`src/rtl/axi_llc_refill_r_sink.sv`:
```
// Refill data stage: collects one cache line of AXI R beats into data-way write requests,
// then forwards the descriptor with a sticky response/protocol error flag.
module axi_llc_refill_r_sink #(
  parameter int unsigned NumBlocks   = 4,
  parameter int unsigned BlockSize   = 64,
  parameter int unsigned NumWays     = 8,
  parameter int unsigned IndexLength = 8,
  parameter type desc_t = struct packed {
    logic                   refill;
    logic [NumWays-1:0]     way_ind;
    logic [IndexLength-1:0] index;
  },
  parameter type r_chan_t = struct packed {
    logic [BlockSize-1:0] data;
    logic [1:0]           resp;
    logic                 last;
  },
  localparam int unsigned BeatWidth = $clog2(NumBlocks)
) (
  input  logic                   clk_i,
  input  logic                   rst_i,
  // Descriptor in
  input  desc_t                  desc_i,
  input  logic                   desc_valid_i,
  output logic                   desc_ready_o,
  // Descriptor out
  output desc_t                  desc_o,
  output logic                   desc_valid_o,
  input  logic                   desc_ready_i,
  output logic                   desc_err_o,
  // AXI R
  input  r_chan_t                r_chan_i,
  input  logic                   r_valid_i,
  output logic                   r_ready_o,
  // Data-way write
  output logic [NumWays-1:0]     wr_way_o,
  output logic [IndexLength-1:0] wr_index_o,
  output logic [BeatWidth-1:0]   wr_block_o,
  output logic [BlockSize-1:0]   wr_data_o,
  output logic                   wr_valid_o,
  input  logic                   wr_ready_i
);

  typedef enum logic [1:0] {StIdle, StRefill, StDrain, StSend} state_e;

  localparam logic [BeatWidth-1:0] LastBeat = BeatWidth'(NumBlocks - 1);

  state_e                 state_q, state_d;
  desc_t                  desc_q, desc_d;
  logic                   err_q, err_d;
  logic [BeatWidth-1:0]   beat_q, beat_d;
  logic                   wr_valid_q, wr_valid_d;
  logic [BeatWidth-1:0]   wr_block_q, wr_block_d;
  logic [BlockSize-1:0]   wr_data_q, wr_data_d;
  logic                   r_ready;
  logic                   r_hs;
  logic                   wr_hs;
  logic                   beat_is_last;
  logic                   unused_resp;

  assign unused_resp  = r_chan_i.resp[0];
  assign wr_hs        = wr_valid_q & wr_ready_i;
  assign r_hs         = r_valid_i & r_ready;
  assign beat_is_last = (beat_q == LastBeat);

  always_comb begin
    state_d    = state_q;
    desc_d     = desc_q;
    err_d      = err_q;
    beat_d     = beat_q;
    wr_valid_d = wr_valid_q;
    wr_block_d = wr_block_q;
    wr_data_d  = wr_data_q;
    r_ready    = 1'b0;

    if (wr_hs) begin
      wr_valid_d = 1'b0;
    end

    case (state_q)
      StIdle: begin
        if (desc_valid_i) begin
          desc_d  = desc_i;
          state_d = desc_i.refill ? StRefill : StSend;
        end
      end
      StRefill: begin
        // Single-entry write register: accept a beat only if it is empty or draining now.
        r_ready = ~wr_valid_q | wr_ready_i;
        if (r_hs) begin
          wr_valid_d = 1'b1;
          wr_block_d = beat_q;
          wr_data_d  = r_chan_i.data;
          beat_d     = beat_q + 1'b1;
          if (r_chan_i.resp[1] || (r_chan_i.last != beat_is_last)) begin
            err_d = 1'b1;
          end
          // The line length is fixed; a misplaced last never shortens or extends it.
          if (beat_is_last) begin
            state_d = StDrain;
          end
        end
      end
      StDrain: begin
        if (!wr_valid_q || wr_ready_i) begin
          state_d = StSend;
        end
      end
      StSend: begin
        if (desc_ready_i) begin
          state_d = StIdle;
          err_d   = 1'b0;
          beat_d  = '0;
        end
      end
      default: begin
        state_d = StIdle;
      end
    endcase
  end

  always_ff @(posedge clk_i) begin
    if (rst_i) begin
      state_q    <= StIdle;
      desc_q     <= '0;
      err_q      <= 1'b0;
      beat_q     <= '0;
      wr_valid_q <= 1'b0;
      wr_block_q <= '0;
      wr_data_q  <= '0;
    end else begin
      state_q    <= state_d;
      desc_q     <= desc_d;
      err_q      <= err_d;
      beat_q     <= beat_d;
      wr_valid_q <= wr_valid_d;
      wr_block_q <= wr_block_d;
      wr_data_q  <= wr_data_d;
    end
  end

  assign desc_ready_o = (state_q == StIdle);
  assign desc_valid_o = (state_q == StSend);
  assign desc_err_o   = (state_q == StSend) & err_q;
  assign desc_o       = desc_q;
  assign r_ready_o    = r_ready;

  // Way and index come from the latched descriptor, which is stable for the whole refill.
  assign wr_way_o     = desc_q.way_ind;
  assign wr_index_o   = desc_q.index;
  assign wr_block_o   = wr_block_q;
  assign wr_data_o    = wr_data_q;
  assign wr_valid_o   = wr_valid_q;

endmodule

```
`config.mk`:
```
export PLATFORM = sky130hd
export DESIGN_NAME = axi_llc_refill_r_sink
export DESIGN_NICKNAME = d
export VERILOG_FILES = /design/src/rtl/axi_llc_refill_r_sink.sv
export SDC_FILE = /design/constraint.sdc
export NUM_CORES = 1
export LEC_CHECK = 0
export ABC_AREA = 1
export BUFFER_PORTS_ARGS = -buffer_cell sky130_fd_sc_hd__buf_2
export CORE_MARGIN = 10
export CORE_UTILIZATION = 47
export DETAILED_ROUTE_END_ITERATION = 16
export GPL_ROUTABILITY_DRIVEN = 0
export GPL_TIMING_DRIVEN = 0
export PLACE_DENSITY = 0.91
export SYNTH_ARGS = -nofsm -noshare
export SYNTH_HDL_FRONTEND = slang
export SYNTH_SLANG_ARGS = --single-unit
```
`constraint.sdc`:
```
create_clock -name clk_i -period 2.8 [get_ports clk_i]
set_input_delay 0.14 -clock clk_i [delete_from_list [all_inputs] [get_ports clk_i]]
set_output_delay 0.14 -clock clk_i [all_outputs]
set_load 0.005 [all_outputs]
```
# Yosys cells after proc, flatten, opt, wreduce, memory -nomap -nowiden
# Index checks and enable logic that the tools add are counted.
# word_totals
ff_bits	89
inputBits	90
out_inout_bits	104
wordCells	53
# classes
n_addsub	1
eq_ne	11
mux	17
bitwise	5
reduce_logical	10
# ops
operator	n
2-to-1 mux 2 bit	7
inequality test 2 bit (second input constant)	5
case mux 2 bit (4 select lines)	1
2-to-1 mux 1 bit	7
== test 2 bit (second input constant)	3
AND reduction 5 bit	1
case mux 2 bit (2 select lines)	1
AND reduction 2 bit	2
AND reduction 4 bit	1
AND 1 bit	3
AND reduction 3 bit	1
adder 2 x 1 -> 2 bit (second input constant)	1
== test 2 x 1 -> 1 bit (second input constant)	1
logical NOT 2 bit	1
logical OR 1 bit	2
inequality test 2 x 1 -> 1 bit (second input constant)	1
case mux 1 bit (2 select lines)	1
nonzero test 2 bit	1
logical NOT 1 bit	1
inequality test 1 bit	1
NOT 1 bit	1
bitwise OR 1 bit	1

# Depth between registers and ports, before layout
# logic_depth
depth_word	6
depth_mapped	11
depth_no_buf	11

# Worst setup path after synthesis
# OpenSTA, ideal clock, no wires.
# synth_timing
path_type	register -> register
from	reg state_q[0]
to	reg desc_q (netlist bit desc_o[16])
t_arrival_ps	1327
t_required_ps	2684
setup_slack_ps	1357
stages_incl_launch_ff	8
n_path_buf	1
period_less_slack_ps	1443
path_cell_list	dfxtp_1 inv_1 ha_1 nand2_1 clkinv_1 buf_2 nor2_1 nor2_1
# synth_between
elab_chain_cells	2
# synth_rtl
item	line	source
from (decl)	48	state_e state_q, state_d;
from (signal assigned)	124	state_q <= StIdle;
from (signal assigned)	132	state_q <= state_d;
logical NOT 2 bit	--	
net desc_ready_o	25	output logic desc_ready_o,
AND reduction 2 bit (no source line)	--	
to (signal assigned)	133	desc_q <= desc_d;
to (decl)	49	desc_t desc_q, desc_d;
# The timed path passes the listed nets, and every way through them passes these cells.
# A chain may end at the register's enable or synchronous reset.

# Final worst setup path
# layout_timing
from	reg state_q[1]
to	reg desc_q (netlist bit wr_index_o[5])
# layout_between
elab_chain_cells	2
# layout_rtl
item	line	source
logical NOT 2 bit	80	case (state_q)
AND reduction 2 bit (no source line)	--	
# No other way between the ends.

==> results.json <==
{
  "hold_ws_ns": 0.0298,
  "ys_types": 20,
  "yosysTopAreaCellShare_pct": 51.9,
  "startpoint_type": "register",
  "ant_nets": 0,
  "worstHoldStart": "r_chan_i[29]",
  "netlist_area_sq_um": 3430,
  "synthArstFlopShare_pct": 0,
  "synthSimpleGateAreaFrac_pct": 23.0,
  "synth_commonest_cells": "178 x nor2_1, 89 x dfxtp_1, 74 x o21ai_0",
  "r2r_start": "state_q[1]$_SDFFE_PP0P_",
  "remaining_drc_errors": 0,
  "fmax_ghz": 0.574,
  "slew_headroom_pct": 73.1,
  "globalRoute.totalOverflow": 0,
  "min_path_type": "input port to register",
  "setup_tns_ns": 0,
  "initial_core_util_pct": 47.9,
  "crit_required_ns": 3.03,
  "clockRootBuffer": "clkbuf_8",
  "r2r-end": "wr_index_o[5]$_SDFFE_PP0P_",
  "crit_chain": "inv_1 -> ha_1 -> nand2_1 -> clkinv_1 -> buf_2 -> nor2_1 -> nor2_1",
  "synthXorXnorAreaFrac_pct": 0,
  "rsz0062_at_grt": "false",
  "cts_htree_levels": 3,
  "ys_warn_count": 0,
  "hpwl_um": 8610,
  "synthAdderAreaFrac_pct": 2.19,
  "status": "completed",
  "route.vias.total": 3489,
  "synth_mux_area_share_pct": 0,
  "cap_viol_max_count": 0,
  "ff2ff_setup_slack_ns": 1.06,
  "period_share_pct": 62.2,
  "hold_depth": 3,
  "synth_flop_cell": "dfxtp_1",
  "synthTopCellsByArea": "dfxtp_1 52%, nor2_1 19%, o21ai_0 11%",
  "path_buf_inv": 3,
  "dieArea_sq_um": 11100,
  "cp_slowest_cell": "dfxtp_1",
  "antenna_cells": 0,
  "core_sq_um": 7180,
  "final_util_pct": 66.0,
  "cp_top_family": "buffers and inverters",
  "max_stage_delay_ns": 0.40,
  "boundaryPins": 194,
  "viasPerCell": 4.62,
  "cp-startpoint": "state_q[1]$_SDFFE_PP0P_",
  "cts_buffer_depth": 2,
  "ys_ff_latch": 89,
  "area_growth_pct": 37.9,
  "netlist.top_cell.by_area": "dfxtp_1",
  "setup_viol": 0,
  "grt_max_degree": 16,
  "grt_usage_pct": 18.4,
  "detail_route.first_pass.iterations": 4,
  "fp-row-count": 31,
  "synth-edff-count": 0,
  "dieWidth_um": 105,
  "syn_nets": 544,
  "worstMarginPinSlew_ns": 0.404,
  "drive_gt1_share_pct": 36.7,
  "arrival_ns": 1.98,
  "path_max_fanout": 10,
  "postSynthCellCount": 448,
  "yosysMostFrequentCell": "nor2_1",
  "maxSlewViolCount": 0,
  "clk_latency_ns": 0.35,
  "cts_tree": "done",
  "synth_top_family_by_area": "simple AND/OR/NAND/NOR gates",
  "wl_per_cell_um": 14.2,
  "hold_violations": 0,
  "die_h_um": 105,
  "postCtsSetupBuffers": 0,
  "clock_skew_ns": 0.0129,
  "vdd_drop_max_mv": 0.497,
  "grt_pass1_vias": 3542,
  "min_delay_worst_endpoint": "wr_data_o[26]$_SDFFE_PP0P_",
  "grt_pass1_wl_um": 17100,
  "cp_common_cell": "nor2_1",
  "p_leak_nw": 2.44,
  "drt_iter0_drc": 112,
  "syn_avg_cell_area_sq_um": 7.67,
  "synth.yosys.seq_area_share_pct": 51.9,
  "synth_compound_area_share_pct": 13.0,
  "p_per_area_nw_per_um2": 879,
  "routed_wl_um": 10700,
  "io_buffers": 192,
  "critical_path_class": "register to register",
  "fin_nets": 748,
  "endpoint_kind": "register",
  "min_period_ns": 1.74,
  "r2r_cells": 7,
  "clk_pin_slew_ns": 0.09,
  "cts_made_buffers": 9,
  "clock_sinks": 89,
  "antenna_found_initial": 0
}
layer usage:
metal / wire [um] / GRT usage (%)
met2: 5250 / 32.2
met3: 1040 / 7.98
met5: 0 / 0
met4: 105 / 4.51
met1: 4300 / 20.1
stage by stage:
step | total power, mW | setup slack [ns] | cells | cell area (sq um)
2_1_floorplan | 2.66 | 1.36 | 448 | 3430
3_3_place_gp | 3.22 | 1.14 | 739 | 4520
3_5_place_dp | 3.31 | 1.07 | 739 | 4520
4_1_cts | 4.21 | 1.07 | 756 | 4730
5_1_grt | 4.50 | 0.896 | 756 | 4730
6_report | 4.16 | 1.06 | 756 | 4730
report_power, final:
group / internal [mW] / switching (mW) / total [mW]
clock: 0.444 / 0.457 / 0.902
combinational: 0.696 / 0.839 / 1.53
sequential: 1.56 / 0.162 / 1.72
cells in the final DEF, fill, tap and decap left out:
cell             n
nand2_4          1
nand3_1          2
clkinvlp_4       1
inv_2            2
buf_6            8
a21oi_1          3
clkinv_1         1
clkbuf_2         1
inv_1           13
or2_2            1
inv_6            1
dfxtp_1         89
bufinv_16        1
nor2_2           1
o21ai_0         74
clkinv_2         1
clkbuf_1        14
ha_1             6
clkinv_4         2
nor2_1         178
o21ai_1         12
clkbuf_8        10
nand2_1         23
dlygate4sd3_1    1
buf_4           16
buf_2          195
cells by family after synthesis:
group | after synthesis
DFF | 89
buffers and inverters | 58
and+or+nand+nor | 206
AOI/OAI and AO/OA | 89
adders and majority gates | 6
flip-flops by register name (all words and copies together) (netlist names):
register / count
beat_q: 2
wr_data_o: 64
wr_block_o: 2
err_q: 1
wr_way_o: 8
desc_o: 1
wr_index_o: 8
wr_valid_o: 1
state_q: 2
worst max-delay path by stage:
stage	slack [ns]	to	depth (start not counted)
after CTS	1.07	wr_index_o[5]$_SDFFE_PP0P_	7
after floorplan	1.36	desc_o[16]$_SDFFE_PP0P_	7
after global placement	1.14	wr_way_o[0]$_SDFFE_PP0P_	7
after global routing	0.90	wr_way_o[0]$_SDFFE_PP0P_	7
final	1.06	wr_index_o[5]$_SDFFE_PP0P_	7
after detailed placement	1.07	wr_index_o[5]$_SDFFE_PP0P_	7
worst min-delay path: cells and delay by family:
family                 cells  cell delay (ns)
AOI/OAI and AO/OA          1             0.06
buffers and inverters      1             0.07
and+or+nand+nor            1             0.07
final cells by class:
| class | count | area, sq um |
|---|---|---|
| Buffer | 41 | 279 |
| Clock buffer | 11 | 141 |
| Clock inverter | 5 | 63.8 |
| Fill cell | 629 | 2440 |
| Inverter | 17 | 65.1 |
| Multi-Input combinational cell | 301 | 1310 |
| Sequential cell | 89 | 1780 |
| Tap cell | 99 | 124 |
| Timing Repair Buffer | 193 | 971 |
timing repair:
item                      CTS  global route
hold endpoints to repair    2             0
hold buffers                1             0
gates resized for setup     0             0
Power figures use the tool's default switching activity.
